**src/rtl/rst_seq_pkg.sv**
```systemverilog
//------------------------------------------------------------------------------
// rst_seq_pkg : shared types and helpers for the reset sequencer
// Rev 1.0
//------------------------------------------------------------------------------
`default_nettype none

package rst_seq_pkg;

  typedef enum logic [1:0] {
    ST_ASSERT  = 2'd0,
    ST_RELEASE = 2'd1,
    ST_RUN     = 2'd2
  } state_e;

  localparam int EVT_CNT_W = 16;

  // Timer must hold the larger of the two intervals it measures.
  function automatic int timer_width(input int stretch, input int stagger);
    int mx;
    mx = (stretch > stagger) ? stretch : stagger;
    return $clog2(mx + 1);
  endfunction

endpackage

`default_nettype wire

```
**src/rtl/rst_seq_timer.sv**
```systemverilog
//------------------------------------------------------------------------------
// rst_seq_timer : saturating up-counter with restart and terminal-count compare
// Rev 1.0
//------------------------------------------------------------------------------
`default_nettype none

module rst_seq_timer #(
  parameter int WIDTH = 4
) (
  input  logic             clk,
  input  logic             rst,
  input  logic             restart_i,
  input  logic [WIDTH-1:0] term_i,
  output logic             tc_o
);

  logic [WIDTH-1:0] cnt_q, cnt_d;

  // A restart loads 1: the accepting edge is itself the first counted edge.
  always_comb begin
    cnt_d = cnt_q;
    if (restart_i) begin
      cnt_d = WIDTH'(1);
    end else if (cnt_q < term_i) begin
      cnt_d = cnt_q + WIDTH'(1);
    end
  end

  always_ff @(posedge clk) begin
    if (rst) begin
      cnt_q <= '0;
    end else begin
      cnt_q <= cnt_d;
    end
  end

  assign tc_o = (cnt_q >= term_i);

endmodule

`default_nettype wire

```
**src/rtl/rst_seq.sv**
```systemverilog
//------------------------------------------------------------------------------
// rst_seq : N-channel reset sequencer with stretch and staggered release.
// Optional event counter port evt_cnt enabled by macro RST_SEQ_CNT_EN. Rev 1.0
//------------------------------------------------------------------------------
`default_nettype none

module rst_seq
  import rst_seq_pkg::*;
#(
  parameter int N_CH    = 4,
  parameter int STRETCH = 8,
  parameter int STAGGER = 2
) (
  input  logic                 clk,
  input  logic                 rst,
  input  logic                 req,
  input  logic [N_CH-1:0]      ch_mask,
  output logic [N_CH-1:0]      rst_out,
  output logic                 busy,
  output logic                 done
`ifdef RST_SEQ_CNT_EN
  ,
  output logic [EVT_CNT_W-1:0] evt_cnt
`endif
);

  localparam int TW = timer_width(STRETCH, STAGGER);
  localparam int IW = (N_CH > 1) ? $clog2(N_CH) : 1;
  localparam logic [IW-1:0] LAST_IDX = IW'(N_CH - 1);

  state_e          state_q, state_d;
  logic [N_CH-1:0] mask_q, mask_d;
  logic [IW-1:0]   idx_q, idx_d;
  logic            done_q, done_d;

  logic            accept;
  logic            restart;
  logic            tc;
  logic [TW-1:0]   term;
  logic            slot;
  logic [IW-1:0]   slot_idx;

  assign accept = req & (|ch_mask);
  assign term   = (state_q == ST_ASSERT) ? TW'(STRETCH) : TW'(STAGGER);

  rst_seq_timer #(
    .WIDTH (TW)
  ) u_timer (
    .clk       (clk),
    .rst       (rst),
    .restart_i (restart),
    .term_i    (term),
    .tc_o      (tc)
  );

  // mask_q is both the active mask and the live rst_out: released bits drop out.
  always_comb begin
    state_d  = state_q;
    mask_d   = mask_q;
    idx_d    = idx_q;
    done_d   = 1'b0;
    restart  = 1'b0;
    slot     = 1'b0;
    slot_idx = idx_q;
    case (state_q)
      ST_ASSERT: begin
        if (accept) begin
          mask_d  = mask_q | ch_mask;
          restart = 1'b1;
        end else if (tc) begin
          slot     = 1'b1;
          slot_idx = '0;
        end
      end
      ST_RELEASE: begin
        if (accept) begin
          state_d = ST_ASSERT;
          mask_d  = mask_q | ch_mask;
          restart = 1'b1;
        end else if (tc) begin
          slot = 1'b1;
        end
      end
      ST_RUN: begin
        if (accept) begin
          state_d = ST_ASSERT;
          mask_d  = ch_mask;
          restart = 1'b1;
        end
      end
      default: begin
        state_d = ST_ASSERT;
      end
    endcase

    // Slot 0 fires on the edge that leaves ASSERT, later slots every STAGGER edges.
    if (slot) begin
      mask_d[slot_idx] = 1'b0;
      if (slot_idx == LAST_IDX) begin
        state_d = ST_RUN;
        mask_d  = '0;
        done_d  = 1'b1;
      end else begin
        state_d = ST_RELEASE;
        idx_d   = slot_idx + IW'(1);
        restart = 1'b1;
      end
    end
  end

  always_ff @(posedge clk) begin
    if (rst) begin
      state_q <= ST_ASSERT;
      mask_q  <= '1;
      idx_q   <= '0;
      done_q  <= 1'b0;
    end else begin
      state_q <= state_d;
      mask_q  <= mask_d;
      idx_q   <= idx_d;
      done_q  <= done_d;
    end
  end

  assign rst_out = mask_q;
  assign busy    = (state_q != ST_RUN);
  assign done    = done_q;

`ifdef RST_SEQ_CNT_EN
  logic [EVT_CNT_W-1:0] evt_q;

  always_ff @(posedge clk) begin
    if (rst) begin
      evt_q <= '0;
    end else if (accept && (evt_q != '1)) begin
      evt_q <= evt_q + EVT_CNT_W'(1);
    end
  end

  assign evt_cnt = evt_q;
`endif

endmodule

`default_nettype wire

```
**config.mk**
```make
export PLATFORM = sky130hd
export DESIGN_NAME = rst_seq
export DESIGN_NICKNAME = d
export VERILOG_FILES = /design/src/rtl/rst_seq_pkg.sv /design/src/rtl/rst_seq_timer.sv /design/src/rtl/rst_seq.sv
export SDC_FILE = /design/constraint.sdc
export NUM_CORES = 1
export LEC_CHECK = 0
export ABC_AREA = 1
export BUFFER_PORTS_ARGS = -buffer_cell sky130_fd_sc_hd__buf_2
export CAP_MARGIN = 10
export CORE_MARGIN = 2
export CORE_UTILIZATION = 60
export CTS_CLUSTER_SIZE = 10
export DETAILED_ROUTE_END_ITERATION = 8
export GPL_ROUTABILITY_DRIVEN = 0
export MAX_ROUTING_LAYER = met4
export PLACE_DENSITY_LB_ADDON = 0.15
export SYNTH_ARGS = -nofsm -noshare
export SYNTH_HDL_FRONTEND = slang
export SYNTH_SLANG_ARGS = --single-unit
```
**constraint.sdc**
```tcl
create_clock -name clk -period 3.9 [get_ports clk]
set_clock_uncertainty 0.05 [all_clocks]
set_input_delay 0.585 -clock clk [delete_from_list [all_inputs] [get_ports clk]]
set_output_delay 0.585 -clock clk [all_outputs]
set_load 0.01 [all_outputs]
```
# Yosys cells after proc, flatten, opt, wreduce, memory -nomap -nowiden
# Index checks and enable logic that the tools add are counted.
[totals]
input_bits = 7
reg_bits = 13
wordCells = 60
out_inout_bits = 6
[classes]
n_eq_ne = 6
magnitude_cmp = 4
n_bitwise = 6
n_mux = 25
reduce_logical = 11
n_addsub = 2
[op_table]
columns = ["cell", "n"]
rows = [
  ["$mux 4", 5],
  ["$mux 2", 6],
  ["$mux 1", 11],
  ["$pmux 4 s2", 1],
  ["$reduce_or 2->1", 4],
  ["$add 4x1->4 const B", 1],
  ["$and 4x4->4", 1],
  ["$eq 2x2->1 const B", 2],
  ["$ge 4x4->1", 1],
  ["$lt 4x4->1", 1],
  ["$ne 2x2->1 const B", 2],
  ["$not 4->4", 1],
  ["$or 4x4->4", 1],
  ["$pmux 2 s2", 1],
  ["$reduce_and 2->1", 2],
  ["$reduce_or 4->1", 1],
  ["$lt 2x3->1 const B", 1],
  ["$ne 3x1->1 const B", 1],
  ["$reduce_or 3->1", 1],
  ["$add 2x1->2 const B", 1],
  ["$demux 1 s2", 1],
  ["$eq 2x1->1 const B", 1],
  ["$ge 2x1->1 const B", 1],
  ["$logic_not 2->1", 1],
  ["other kinds (4)", 5],
]

# Depth between registers and ports, before layout
# Gate-level depths: netlist of run 1.
[depth]
depth_word = 14
mapped_depth = 17
ltp_nobuf = 17

# Hierarchy
# From an unflattened synthesis of run 1, not the netlist that was laid out.
[unflattened]
hier_cells = 139
hier_area_um2 = 1032.2
[modules_own_cells]
columns = ["mod", "area_each_um2", "cells_each", "seq_area_each_um2", "n_inst"]
rows = [
  ["rst_seq", 694.4, 93, 180.2, 1],
  ["rst_seq_timer", 337.8, 46, 80.1, 1],
]

# Worst setup path after synthesis of run 1
# No wires, ideal clock.
[synth_timing]
path_kind = "register to register"
startpoint = "reg state_q[0]"
endpoint = "reg mask_q[0] (netlist: rst_out[0])"
path_stages_with_launch = 17
n_path_buf = 0
setup_ns = 0.064
t_required_ns = 3.786
path_slack_ns = 1.555
synth_period_minus_slack_ns = 2.345
arrival_ns = 2.231
cell_sequence = "dfxtp_1 -> inv_1 -> ha_1 -> inv_1 -> ha_1 -> nand2_1 -> inv_1 -> nand2_1 -> nand3_4 -> nand3_4 -> nand2_1 -> inv_1 -> ha_1 -> or2_2 -> nand4_1 -> nand3_1 -> nand2_1"
[synth_via]
elab_chain_cells = 14
elab_cells_between_ends = 23
cone_classes = "3 x order compare; 3 x eq/ne; 12 x mux; 2 x bitwise; 3 x reduce/logical"
[synth_rtl]
columns = ["item", "line_no", "source"]
rows = [
  ["start: declaration", "rst_seq.sv:31", "state_e state_q, state_d;"],
  ["start signal: assignment", "rst_seq.sv:118", "state_q <= state_d;"],
  ["$logic_not 2->1", "rst_seq.sv:44, rst_seq.sv:65", ""],
  ["$mux 4", "rst_seq.sv:44", "assign term = (state_q == ST_ASSERT) ? TW'(STRETCH) : TW'(STAGGER);"],
  ["$ge 4x4->1", "rst_seq_timer.sv:37", "assign tc_o = (cnt_q >= term_i);"],
  ["$mux 2", "rst_seq.sv:70", "end else if (tc) begin"],
  ["$mux 2", "rst_seq.sv:67", "if (accept) begin"],
  ["$mux 2", "rst_seq.sv:65", "case (state_q)"],
  ["$lt 2x3->1 (implied by the code) / $ge 2x1->1 (equally long branches)", "rst_seq.sv:98", "mask_d[slot_idx] = 1'b0;"],
  ["$logic_and 1x1->1 (implied by the code)", "rst_seq.sv:98", ""],
  ["$mux 1 (implied by the code)", "rst_seq.sv:98", ""],
  ["$demux 1 s2", "rst_seq.sv:98", ""],
  ["$not 4->4 (no line)", "n/a", ""],
  ["$and 4x4->4 (no line)", "n/a", ""],
  ["$mux 4", "rst_seq.sv:99", "if (slot_idx == LAST_IDX) begin"],
  ["$mux 4 (*)", "rst_seq.sv:97", "if (slot) begin"],
  ["end signal: assignment", "rst_seq.sv:119", "mask_q <= mask_d;"],
  ["end: declaration", "rst_seq.sv:32", "logic [N_CH-1:0] mask_q, mask_d;"],
]
# Every way passes the cells marked *; elsewhere a longest branch is shown, timed or not.
# A chain may end at the register's enable or synchronous reset.

# Final worst setup path of run 1
# Same ends and word-level chain as after synthesis.

==> impl_metrics.ini, run 1 <==
[run_status]
status = finished, final reports clean

[clock_tree]
numClockSinks = 13
htreeDepth = 1
cts_hold_buf = 0
cts.repair.resized = 0
cts-root-buf = clkbuf_4
cts_post_setup_buffers_inserted = 0
cts_buffers = 3
cts_tree = yes
insertion_delay_ps = 270
clk_pin_slew_worst_paths_ps = 90
cts_buffer_depth = 2

[grt]
grt_pass1_vias = 749
grt_pass1_wl_microns = 3130
antenna_found_initial = 0
gr-total-overflow = 0
grt_usage_pct = 22.2
grt_start_max_net_pins = 12

[yosys]
syn_area_sq_um = 996
synth_top_area_share_pct = 26.1
async_reset_ff_share_pct = 0
syn_inst = 136
yosysMostFrequentCell = nand2_1
ys_types = 26
yosysTopAreaCell = dfxtp_1
synth_area_leaders = dfxtp_1 (26%), ha_1 (15%), nand2_1 (14%)
ys_warn_count = 0
synth_common_cells = nand2_1 (36), inv_1 (20), dfxtp_1 (13), ha_1 (12), nor2_1 (10)
syn_nets = 155
synth.avg_cell_area_sq_um = 7.32
seq_area_frac_synth_pct = 26.1
ys_seq_elements = 13
synth_edf_count = 0
ys.flop_type = dfxtp_1

[power_and_ir_drop]
power_switching_mw = 0.191
p_clk_share_pct = 18.5
power.share.combinational_pct = 45.1
vdd_drop_max_v = 0.000308
powerDensity_nw_per_um2 = 425
power.leakage_nw = 0.541
seqPwrFrac_pct = 36.4
intPower_mw = 0.269
switching_share_pct = 41.5

[sta]
min_period_ps = 2550
slew_viol_final = 0
worst_pin_slew_ps = 383
report.final.setup_viol = 0
max_freq_ghz = 0.391
maxSlewHeadroom_pct = 74.4
hold_violations = 0
rsz0062_at_grt = no
fin_crit_sh_pct = 65.5
timing.final.ws_setup_ps = 1350
finalSetupTns_ps = 0

[critical_path]
arrival_ps = 2720
path_max_fanout = 6
required_ps = 4070
critPathKind = reg -> reg
end_kind = register
critPathLaunchType = register

[floorplanning]
initial_core_util_pct = 65.4
io_pins = 13
die-area_sq_um = 2000
rows = 14
coreArea_sq_um = 1520
die_x_microns = 44.7
die_h_microns = 44.7

[route]
num_vias = 823
drtPass1Iterations = 6
drc = 0
wirelength_microns = 1770
via_per_inst = 4.96
ant_nets = 0
wl_per_cell_microns = 10.6
drtIter0Drc = 4

[layout]
area_growth_pct = 8.54
final_nets = 170
antenna_cells = 0
fin_cells = 166
utilization_pct = 70.9
drive_gt1_share_pct = 25.3

[placement]
numPortBuffers = 12
dp.cells = 162
post-place-ws_ps = 1360
dp_hpwl_microns = 1430

[hold_path]
hp-class = in -> reg

[run]
maxCapViolCount = 0
-- registers in the layout, summed over array words and instances (netlist names) --
register       count
done               1
idx_q              2
rst_out            4
state_q            2
u_timer.cnt_q      4
-- final timing paths --
check                           startpoint          endpoint  slack, ps  depth (start not counted)
worst min register to register  state_q[1]        state_q[1]        460                          2
worst max-delay path            state_q[0]        rst_out[0]       1350                         16
worst max register to register  state_q[0]        rst_out[0]       1350                         16
worst min-delay path                   rst  u_timer.cnt_q[0]        430                          2
-- cell type report --
cell class,instances,area [sq um]
repair buffers,12,60.1
flip-flops and latches,13,260
fillers,130,443
well taps,16,20.0
clock inverters,1,5.00
multi-input cells,97,623
inverters,24,90.1
clock buffers,3,22.5
-- stage by stage --
| step | hold WS [ps] | total power, mW | cell area (sq um) |
|---|---|---|---|
| after floorplan | 423 | 0.342 | 996 |
| after global placement | 437 | 0.372 | 1050 |
| after detailed placement | 450 | 0.379 | 1050 |
| after CTS | 418 | 0.463 | 1080 |
| after global routing | 415 | 0.503 | 1080 |
| final | 426 | 0.460 | 1080 |
-- cell families (layout without fill, tap and decap cells) --
family,after synthesis,in the layout,share of synthesized area (%)
adder cells (fa/ha/maj),12,12,15.1
flip-flops,13,13,26.1
buffers and inverters,26,40,11.3
AO/OA/AOI/OAI,10,10,5.40
XOR/XNOR,2,2,1.76
AND/OR/NAND/NOR,73,73,40.3
-- power by group through the flow --
stage          sequential (mW)  clock, mW  combinational (mW)
2_1_floorplan            0.172          0               0.170
3_3_place_gp             0.169          0               0.203
3_5_place_dp             0.171          0               0.208
4_1_cts                  0.168     0.0867               0.209
5_1_grt                  0.170     0.0930               0.240
6_report                 0.167     0.0851               0.207
-- worst max-delay path: stages (launching register included) --
cell and delay [ps]:
dfxtp_1 350, inv_1 90, ha_1 220, inv_1 110, ha_1 320, nand2_1 60, inv_1 50, nand2_1 70
nand3_4 120, nand3_4 90, nand2_1 120, inv_1 90, ha_1 240, or2_2 300, nand4_1 90, nand3_1 80
nand2_1 60
-- routing by layer --
layer	vias to the layer above	GRT usage, %	wire (microns)
met1	360	29.7	895
met5	-	-	0
met4	0	9.09	19
met2	11	33.9	797
li1	450	-	-
met3	2	2.40	54
-- layout by cell type (no fill, tap or decap), drive strengths merged --
master,count
o21ai,5
nor2,15
nand4,4
nand3,8
ha,12
clkbuf,3
xnor2,1
xor2,1
clkinv,2
inv,23
dfxtp,13
a31o,1
nand3b,1
or2,3
nand2,42
buf,12
a21oi,4
No activity file was read; power rests on OpenSTA's default activity.
==> inputs of run 2 (changes only) <==
--- a/config.mk
+++ b/config.mk
@@ -5,11 +5,11 @@
 export SDC_FILE = /design/constraint.sdc
 export NUM_CORES = 1
 export LEC_CHECK = 0
-export ABC_AREA = 1
+export ABC_AREA = 0
 export BUFFER_PORTS_ARGS = -buffer_cell sky130_fd_sc_hd__buf_2
 export CAP_MARGIN = 10
 export CORE_MARGIN = 2
-export CORE_UTILIZATION = 60
+export CORE_UTILIZATION = 54
 export CTS_CLUSTER_SIZE = 10
 export DETAILED_ROUTE_END_ITERATION = 8
 export GPL_ROUTABILITY_DRIVEN = 0
==> constraint.sdc (replaced) <==
create_clock -name clk -period 2.55 [get_ports clk]
set_clock_uncertainty 0.05 [all_clocks]
set_input_delay 0.3825 -clock clk [delete_from_list [all_inputs] [get_ports clk]]
set_output_delay 0.3825 -clock clk [all_outputs]
set_load 0.01 [all_outputs]
==> impl_metrics.ini, run 2 <==
[floorplanning]
die_h_microns = 44.5
rows = 14
die_x_microns = 44.5
initial_core_util_pct = 58.1
io_pins = 13
die-area_sq_um = 1980
coreArea_sq_um = 1520

[clock_tree]
htreeDepth = 1
cts_buffer_depth = 2
numClockSinks = 13
clk_pin_slew_worst_paths_ps = 80
cts_hold_buf = 0
cts-root-buf = clkbuf_4
cts_buffers = 3
cts_tree = yes
insertion_delay_ps = 280

[grt]
grt.met3_usage_pct = 3.67
grt_pass1_wl_microns = 2990
grt_pass1_vias = 728
antenna_found_initial = 0
grt_busiest_layer = met2
grt_start_max_net_pins = 15
gr-total-overflow = 0
grt_usage_pct = 21.1
met1_usage_pct = 25.6
groute.layer.met2.usage_pct = 33.9

[power_and_ir_drop]
finalPower_mw = 0.376
power.leakage_nw = 0.441
vdd_drop_max_v = 0.000254
powerDensity_nw_per_um2 = 347

[hold_path]
hp-class = in -> reg
min_delay_path_depth = 2

[yosys]
synth_top_area_share_pct = 29.4
ys_warn_count = 0
yosysTopAreaCell = dfxtp_1
ys.flop_type = dfxtp_1
async_reset_ff_share_pct = 0
ys_types = 34
syn_area_sq_um = 886
synth_edf_count = 0
syn_nets = 116
seq_area_frac_synth_pct = 29.4
yosysMostFrequentCell = dfxtp_1
ys_seq_elements = 13
synth_area_leaders = dfxtp_1 (29%), ha_1 (17%), mux2i_1 (3.4%)
synth_common_cells = dfxtp_1 (13), ha_1 (12), inv_1 (8), nand2_1 (8), nor2_1 (7)
synth.avg_cell_area_sq_um = 9.13
syn_inst = 97

[critical_path]
path_max_fanout = 5
arrival_ps = 2550
end_kind = register
critPathKind = reg -> reg
required_ps = 2680
rrSetupSlack_ps = 130
ff2ff_path_depth = 12
critPathLaunchType = register

[route]
drtIter0Drc = 9
wirelength_microns = 1800
ant_nets = 0
num_vias = 792
drc = 0
via_per_inst = 5.82
drtPass1Iterations = 4
wl_per_cell_microns = 13.2

[placement]
dp_hpwl_microns = 1370
numPortBuffers = 12
dp.cells = 131

[sta]
max_freq_ghz = 0.413
hold_violations = 0
min_period_ps = 2420
holdWs_ps = 383
slew_viol_final = 0
fin_crit_sh_pct = 94.9
report.final.setup_viol = 0
maxSlewHeadroom_pct = 66.5
worst_pin_slew_ps = 501

[layout]
drive_gt1_share_pct = 30.8
area_growth_pct = 22.3
final_cell_mix = dfxtp_1 (12), buf_2 (12), ha_1 (10)
fin_cells = 136
antenna_cells = 0
final_nets = 140

[run_status]
status = finished, final reports clean

[run]
maxCapViolCount = 0
[run 2: changes by cell type after synthesis, sizes merged, moves of 3 or more]
cell / before / now
nand4: 4 / 0
inv: 23 / 8
a211oi: 0 / 5
nand2: 42 / 8
mux2i: 0 / 3
nand3: 8 / 0
nor3: 0 / 5
or2: 3 / 0
nor2: 15 / 7
a221oi: 0 / 3
[run 2: cell type report]
cell class | count | area [sq um]
tap | 16 | 20.0
sequential | 13 | 262
inverter | 8 | 30.0
clock buffer | 4 | 26.3
multi-input combinational | 75 | 626
fill | 112 | 440
timing repair buffer | 20 | 120
[run 2: kinds of logic after synthesis]
family                     synth area share, %
AOI/OAI and AO/OA                         24.4
xor gates and xnor gates                  2.97
adders and majority gates                 16.9
buffers and inverters                     3.81
DFF                                       29.4
muxes                                     3.39
and+or+nand+nor                           19.1
[run 2: path summary, 6_finish.rpt]
kind | startpoint | to
setup / recovery | state_q[1] | idx_q[0]
hold / removal | rst | u_timer.cnt_q[0]
setup reg to reg | state_q[1] | idx_q[0]
hold reg to reg | idx_q[1] | idx_q[1]
[run 2: through the flow]
| stage | setup TNS [ps] | util, % | cell area, sq um | worst slack, ps |
|---|---|---|---|---|
| finish | 0 | 71.1 | 1080 | 130 |
| global route | -46.8 | 71.1 | 1080 | -26.8 |
| CTS | 0 | 68.6 | 1050 | 17.7 |
| detailed placement | -12.5 | 66.9 | 1020 | -12.5 |
| global placement | 0 | 66.9 | 1020 | 29.7 |
| floorplan | 0 | - | 891 | 36.1 |
[run 2: repair_timing]
action / CTS / global route
endpoints found under the setup margin: 2 / 10
resized for setup: 2 / 6
pin swaps: 1 / 2
setup buffers: 0 / 1
[run 2: per-layer routing]
| metal | vias up | share of wire, % |
|---|---|---|
| met3 | 4 | 4.4 |
| met2 | 20 | 48 |
| li1 | 403 | - |
| met1 | 365 | 46 |
| met4 | 0 | 1.9 |
| met5 | - | 0 |
[run 2: report_power, final]
part / total, mW / leakage [nW] / switching [mW] / internal [mW]
Clock: 0.132 / 0.0150 / 0.0709 / 0.0607
Sequential: 0.208 / 0.106 / 0.00301 / 0.205
Combinational: 0.0358 / 0.320 / 0.0200 / 0.0158
Total: 0.376 / 0.441 / 0.0939 / 0.282
[run 2: worst max-delay path, stage by stage (launching register included)]
cell and delay (ps):
dfxtp_1 340, inv_2 80, ha_2 170, inv_1 50
ha_1 270, nor2b_2 130, o21ai_2 60, and2_4 180
o21a_4 230, ha_4 170, nor4b_2 260, nand2_1 100
o221a_1 230
